`src/rtl/ib_ctrl_pkg.sv`:
```
// Shared definitions for the IB iteration controller and the downstream write FSMs:
// busy handshake codes and the controller state encoding.
package ib_ctrl_pkg;

   localparam logic [1:0] BUSY_IDLE = 2'b00;
   localparam logic [1:0] BUSY_RUN  = 2'b01;
   localparam logic [1:0] BUSY_FIN  = 2'b10;
   localparam logic [1:0] BUSY_ILL  = 2'b11;

   typedef enum logic [2:0] {
      ST_IDLE    = 3'd0,
      ST_RQST    = 3'd1,
      ST_RELEASE = 3'd2,
      ST_DECIDE  = 3'd3,
      ST_TERM    = 3'd4,
      ST_DONE    = 3'd5
   } ctrl_state_e;

   // States in which the controller waits on the write FSMs and the watchdog runs.
   function automatic logic is_wait_state(input ctrl_state_e s);
      return (s == ST_RQST) || (s == ST_RELEASE);
   endfunction

endpackage

```
`src/rtl/ib_busy_reduce.sv`:
```
// Reduces the packed per-FSM busy codes to the three handshake summaries
// used by the iteration controller.
module ib_busy_reduce
   import ib_ctrl_pkg::*;
#(
   parameter int FSM_NUM = 3
) (
   input  logic [2*FSM_NUM-1:0] busy_i,
   output logic                 all_fin_o,
   output logic                 all_idle_o,
   output logic                 any_illegal_o
);

   always_comb begin
      all_fin_o     = 1'b1;
      all_idle_o    = 1'b1;
      any_illegal_o = 1'b0;
      for (int k = 0; k < FSM_NUM; k++) begin
         all_fin_o     = all_fin_o  & (busy_i[2*k +: 2] == BUSY_FIN);
         all_idle_o    = all_idle_o & (busy_i[2*k +: 2] == BUSY_IDLE);
         any_illegal_o = any_illegal_o | (busy_i[2*k +: 2] == BUSY_ILL);
      end
   end

endmodule

```
`src/rtl/ib_iter_ctrl.sv`:
```
// Iteration controller: sequences one IB-map update per decoding iteration across
// the write FSMs and ends the frame on max-iteration, early stop, abort or timeout.
module ib_iter_ctrl
   import ib_ctrl_pkg::*;
#(
   parameter  int MAX_ITER       = 10,
   parameter  int FSM_NUM        = 3,
   parameter  int TIMEOUT_CYCLES = 1023,
   localparam int ITER_W         = $clog2(MAX_ITER + 1)
) (
   input  logic                 write_clk,
   input  logic                 rstn,
   input  logic                 start,
   input  logic                 early_stop,
   input  logic                 abort,
   input  logic [2*FSM_NUM-1:0] busy_in,
   output logic                 iter_rqst,
   output logic                 iter_termination,
   output logic [ITER_W-1:0]    iter_cnt,
   output logic                 ctrl_busy,
   output logic                 done,
   output logic                 err_timeout,
   output logic                 err_illegal
);

   localparam int TMO_W = $clog2(TIMEOUT_CYCLES + 1);

   ctrl_state_e        state_q, state_d;
   logic [TMO_W-1:0]   tmo_q;
   logic [ITER_W-1:0]  iter_cnt_q;
   logic               es_lat_q, ab_lat_q;
   logic               err_timeout_q, err_illegal_q;
   logic               iter_rqst_q, iter_term_q, ctrl_busy_q, done_q;

   logic all_fin, all_idle, any_illegal;
   logic start_acc, tmo_hit;

   ib_busy_reduce #(.FSM_NUM(FSM_NUM)) u_busy_reduce (
      .busy_i        (busy_in),
      .all_fin_o     (all_fin),
      .all_idle_o    (all_idle),
      .any_illegal_o (any_illegal)
   );

   assign start_acc = (state_q == ST_IDLE) && start;
   assign tmo_hit   = is_wait_state(state_q) && (tmo_q == TMO_W'(TIMEOUT_CYCLES - 1));

   always_comb begin
      state_d = state_q;
      unique case (state_q)
         ST_IDLE:    if (start) state_d = ST_RQST;
         // A completed handshake takes precedence over a watchdog expiring in the same cycle.
         ST_RQST: begin
            if (all_fin)      state_d = ST_RELEASE;
            else if (tmo_hit) state_d = ST_TERM;
         end
         ST_RELEASE: begin
            if (all_idle)     state_d = ST_DECIDE;
            else if (tmo_hit) state_d = ST_TERM;
         end
         ST_DECIDE: begin
            if ((iter_cnt_q == ITER_W'(MAX_ITER)) || es_lat_q || ab_lat_q) state_d = ST_TERM;
            else                                                            state_d = ST_RQST;
         end
         ST_TERM:    state_d = ST_DONE;
         ST_DONE:    state_d = ST_IDLE;
         default:    state_d = ST_IDLE;
      endcase
   end

   always_ff @(posedge write_clk or negedge rstn) begin
      if (!rstn) begin
         state_q       <= ST_IDLE;
         tmo_q         <= '0;
         iter_cnt_q    <= '0;
         es_lat_q      <= 1'b0;
         ab_lat_q      <= 1'b0;
         err_timeout_q <= 1'b0;
         err_illegal_q <= 1'b0;
         iter_rqst_q   <= 1'b0;
         iter_term_q   <= 1'b0;
         ctrl_busy_q   <= 1'b0;
         done_q        <= 1'b0;
      end else begin
         state_q <= state_d;

         if ((state_d != state_q) || !is_wait_state(state_q)) tmo_q <= '0;
         else                                                  tmo_q <= tmo_q + TMO_W'(1);

         if (start_acc) begin
            iter_cnt_q    <= '0;
            es_lat_q      <= 1'b0;
            ab_lat_q      <= 1'b0;
            err_timeout_q <= 1'b0;
         end else begin
            if ((state_q == ST_RQST) && early_stop)                 es_lat_q <= 1'b1;
            else if ((state_q == ST_DECIDE) && (state_d == ST_RQST)) es_lat_q <= 1'b0;
            // Abort only latches here; it is acted on at the next DECIDE so no FSM is cut mid-fetch.
            if ((state_q != ST_IDLE) && abort) ab_lat_q <= 1'b1;
            if ((state_q == ST_RELEASE) && all_idle && (iter_cnt_q < ITER_W'(MAX_ITER)))
               iter_cnt_q <= iter_cnt_q + ITER_W'(1);
            if (tmo_hit && (state_d == ST_TERM)) err_timeout_q <= 1'b1;
         end

         err_illegal_q <= (err_illegal_q && !start_acc) || any_illegal;

         iter_rqst_q <= (state_d == ST_RQST);
         iter_term_q <= (state_d == ST_TERM);
         ctrl_busy_q <= (state_d != ST_IDLE);
         done_q      <= (state_d == ST_DONE);
      end
   end

   assign iter_rqst        = iter_rqst_q;
   assign iter_termination = iter_term_q;
   assign iter_cnt         = iter_cnt_q;
   assign ctrl_busy        = ctrl_busy_q;
   assign done             = done_q;
   assign err_timeout      = err_timeout_q;
   assign err_illegal      = err_illegal_q;

endmodule

```
`config.mk`:
```
export PLATFORM = sky130hd
export DESIGN_NAME = ib_iter_ctrl
export DESIGN_NICKNAME = d
export VERILOG_FILES = /design/src/rtl/ib_ctrl_pkg.sv /design/src/rtl/ib_busy_reduce.sv /design/src/rtl/ib_iter_ctrl.sv
export SDC_FILE = /design/constraint.sdc
export NUM_CORES = 1
export LEC_CHECK = 0
export BUFFER_PORTS_ARGS = -buffer_cell sky130_fd_sc_hd__clkbuf_2
export CORE_ASPECT_RATIO = 0.6
export CORE_MARGIN = 1
export CORE_UTILIZATION = 38
export DETAILED_ROUTE_END_ITERATION = 8
export PLACE_DENSITY_LB_ADDON = 0.05
export SYNTH_ARGS = -nofsm -noshare
export SYNTH_HDL_FRONTEND = slang
export SYNTH_SLANG_ARGS = --single-unit
```
`constraint.sdc`:
```
create_clock -name write_clk -period 2.45 [get_ports write_clk]
set_input_delay 0.1225 -clock write_clk [delete_from_list [all_inputs] [get_ports write_clk]]
set_output_delay 0.1225 -clock write_clk [all_outputs]
set_load 0.05 [all_outputs]
```
==> summary.txt <==
Power
  – Leakage: just under 0.7 nW
  – Peak VDD IR: around 430 uV
  – Power per Cell Area: about 830 nW/um^2
  – Tot Pwr: ~1.3 mW

Synth
  – Ys Warns: 0
  – FFs w/ async S/R, synth: 100.0%
  – Largest cells by area after synthesis: dfrtp_1 (46%), nor3_2 (7.4%), nor2_1 (4.7%)
  – Ys flop type: dfrtp_1
  – Netlist cell types: 36
  – Number of flops mapped to enable cells by yosys: 0
  – Cell area after synthesis: 1349 um^2
  – Synthesized netlist cell count: 138
  – Post-synth top area cell: dfrtp_1
  – Sequential share of the synthesized area: 46.38%
  – Syn Area/Cell: around 10 um^2
  – Syn nets: between 150 and 200
  – Seq cells post-synth: 25
  – Post-synth top area share: between 40% and 50%

Min path
  – Worst hold stages: 3
  – Hold WC Path Type: in2reg
  – Endpoint of the worst hold path: err_illegal
  – Worst Hold Launch: busy_in[4]

Floorplan
  – Core area: around 3300 um^2
  – Die footprint: around 3800 um^2
  – Die Width: about 79 um
  – I/O pin cnt: 21
  – Die height: around 48 um
  – Initial Util: between 40% and 50%
  – Placement Rows: 16

Global routing
  – GRT Util Overall: approximately 17%
  – Largest net degree at the start of global routing: 26
  – Initial antenna violation count: 0
  – Vias in the first global route: 948
  – Gr ovfl total: 0
  – Global-route wire length before repair: around 4.7 mm

Critical path
  – CP Class: reg2reg
  – Worst setup SP type: flop
  – R2R Path End: iter_rqst
  – Worst R2R Path Depth: 8
  – Worst setup EP type: flop
  – Worst Path Max Fanout: 5
  – Worst EP arrival: 2.37 ns
  – Worst Path Required: 2.63 ns
  – R2r setup slk: roughly 0.26 ns
  – R2R Path Start: tmo_q[0]

STA
  – Slew @ Worst Pin: 0.6313 ns
  – Clock period minus worst slack: 2.190 ns
  – Slew headroom: between 50% and 60%
  – Final Hold Fails: 0
  – Pins Over Slew Limit: 0
  – Hold_ws: between 0.09 and 0.1 ns
  – Finish-stage setup viols: 0
  – Setup tns final: 0 ns
  – Fmax: around 460 MHz
  – Final period util: between 80% and 90%
  – Unrepaired setup endpoints after global routing: no
  – Worst clock skew: ~0.0047 ns

Job
  – # Max-Cap Violations: 0

Drt
  – Final ANT Viol Nets: 0
  – Post-Route WL: between 2 and 3 mm
  – DR pass1 iterations: 4
  – DR WL/cell: between 10 and 15 um
  – DRC violations left: 0
  – Initial DRC Count: 45
  – DR vias/cell: between 5 and 6
  – Detailed-route via count: about 1.1k

CTS
  – CTS sink count: 25
  – CTS Root Buffer Type: clkbuf_8
  – Post-CTS Resized: 0
  – Clk_lat worst skew: between 0.2 and 0.3 ns
  – TritonCTS clock tree: done
  – CTS H-tree depth: 1
  – Clock-pin slew on the worst setup and hold paths: around 0.09 ns
  – Total CTS buffers: 3
  – Max Buffers Root-to-Sink: 2

Layout
  – Layout cells sized above 1: 27.16%
  – Layout overhead on the synthesized area: 15.68%
  – Ant diodes: 0
  – Multi-input logic area: about 660 um^2
  – Post-route cell area: ~1600 um^2
  – Most common cell after layout, fill and taps aside: dfrtp_1
  – Fin nets: 178
  – Most frequent cells in the layout: dfrtp_1 (25), clkbuf_2 (20), nor2_1 (17)
  – Filler cells: 335
  – Reg with most FFs: tmo_q
  – Register area: between 600 and 700 um^2
  – Fin cells: about 210
  – Largest register FFs: 10

Place
  – Final Wtd Congestion: 0.8114
  – Placed cells: just over 200
  – Placed Instance Area: around 1500 um^2
  – DPL Wire Length: roughly 2.2 mm
  – Port bufs: 20

Outcome
  – Outcome: finished clean
## Yosys cell counts (3+ instances only)
cell / count
xor2_1: 5
or3_1: 3
a21oi_1: 6
a31oi_1: 3
clkbuf_1: 3
nand3_1: 6
nand2_1: 9
nor3_1: 5
nor2_1: 17
ha_1: 4
nor3_2: 10
o21ai_0: 3
inv_1: 8
xnor2_1: 4
dfrtp_1: 25
## how the worst max path moves through the flow
stage                           start   endpoint  slack [ns]  cells after the start
after global routing         tmo_q[0]  iter_rqst        0.01                      8
after detailed placement   busy_in[0]   tmo_q[7]        0.26                      6
after floorplan           iter_cnt[0]   tmo_q[2]        0.30                      8
after CTS                    tmo_q[0]  iter_rqst        0.26                      8
after global placement       tmo_q[0]  iter_rqst        0.26                      8
final                        tmo_q[0]  iter_rqst        0.26                      8
## worst max-delay path: stages, from the launching register on
cell and delay [ns]:
dfrtp_1 0.44, inv_1 0.08, ha_1 0.17, nand2_1 0.05, nor4_1 0.48, a211oi_1 0.22, a31oi_1 0.33, inv_1 0.11
nor3b_1 0.21
## report_power, final
part / switching, mW / total, mW / internal, mW
Clock: 0.134 / 0.250 / 0.115
Sequential: 0.0481 / 0.525 / 0.476
Combinational: 0.343 / 0.515 / 0.172
Total: 0.526 / 1.29 / 0.763
## area by class of cell
cell class,count,share of cell area [%]
clock buffer,3,2.646
clock inverter,1,0.4812
inverter,8,1.925
multi-input combinational,100,42.26
sequential,25,40.10
tap,45,3.609
timing repair buffer,25,8.982
## stage by stage
step | setup slack (ns) | util, %
floorplan | 0.2999 | -
global placement | 0.2643 | 45.18
detailed placement | 0.2609 | 45.18
CTS | 0.2570 | 46.95
global route | 0.01370 | 46.95
finish | 0.2600 | 46.95
## cells by family after synthesis
family                   Yosys count  synth area share (%)
buffers and inverters             13                 4.731
flip-flops                        25                 46.38
adder cells (fa/ha/maj)            4                 3.711
XOR/XNOR                           9                 5.844
AND/OR/NAND/NOR                   63                 27.00
AO/OA/AOI/OAI                     24                 12.34
## what timing repair did
item | in CTS | in global routing
setup buffers | 0 | 0
hold buffers | 1 | 0
hold endpoints to repair | 25 | 0
## layer usage
layer | vias up | share of wire (%) | track usage [%]
met5 | - | 0 | 0
met4 | 0 | 0.35 | 4.364
met3 | 2 | 4.9 | 4.486
met2 | 28 | 38 | 24.17
met1 | 522 | 56 | 26.54
li1 | 535 | - | -
No activity file was read; power rests on OpenSTA's default activity.
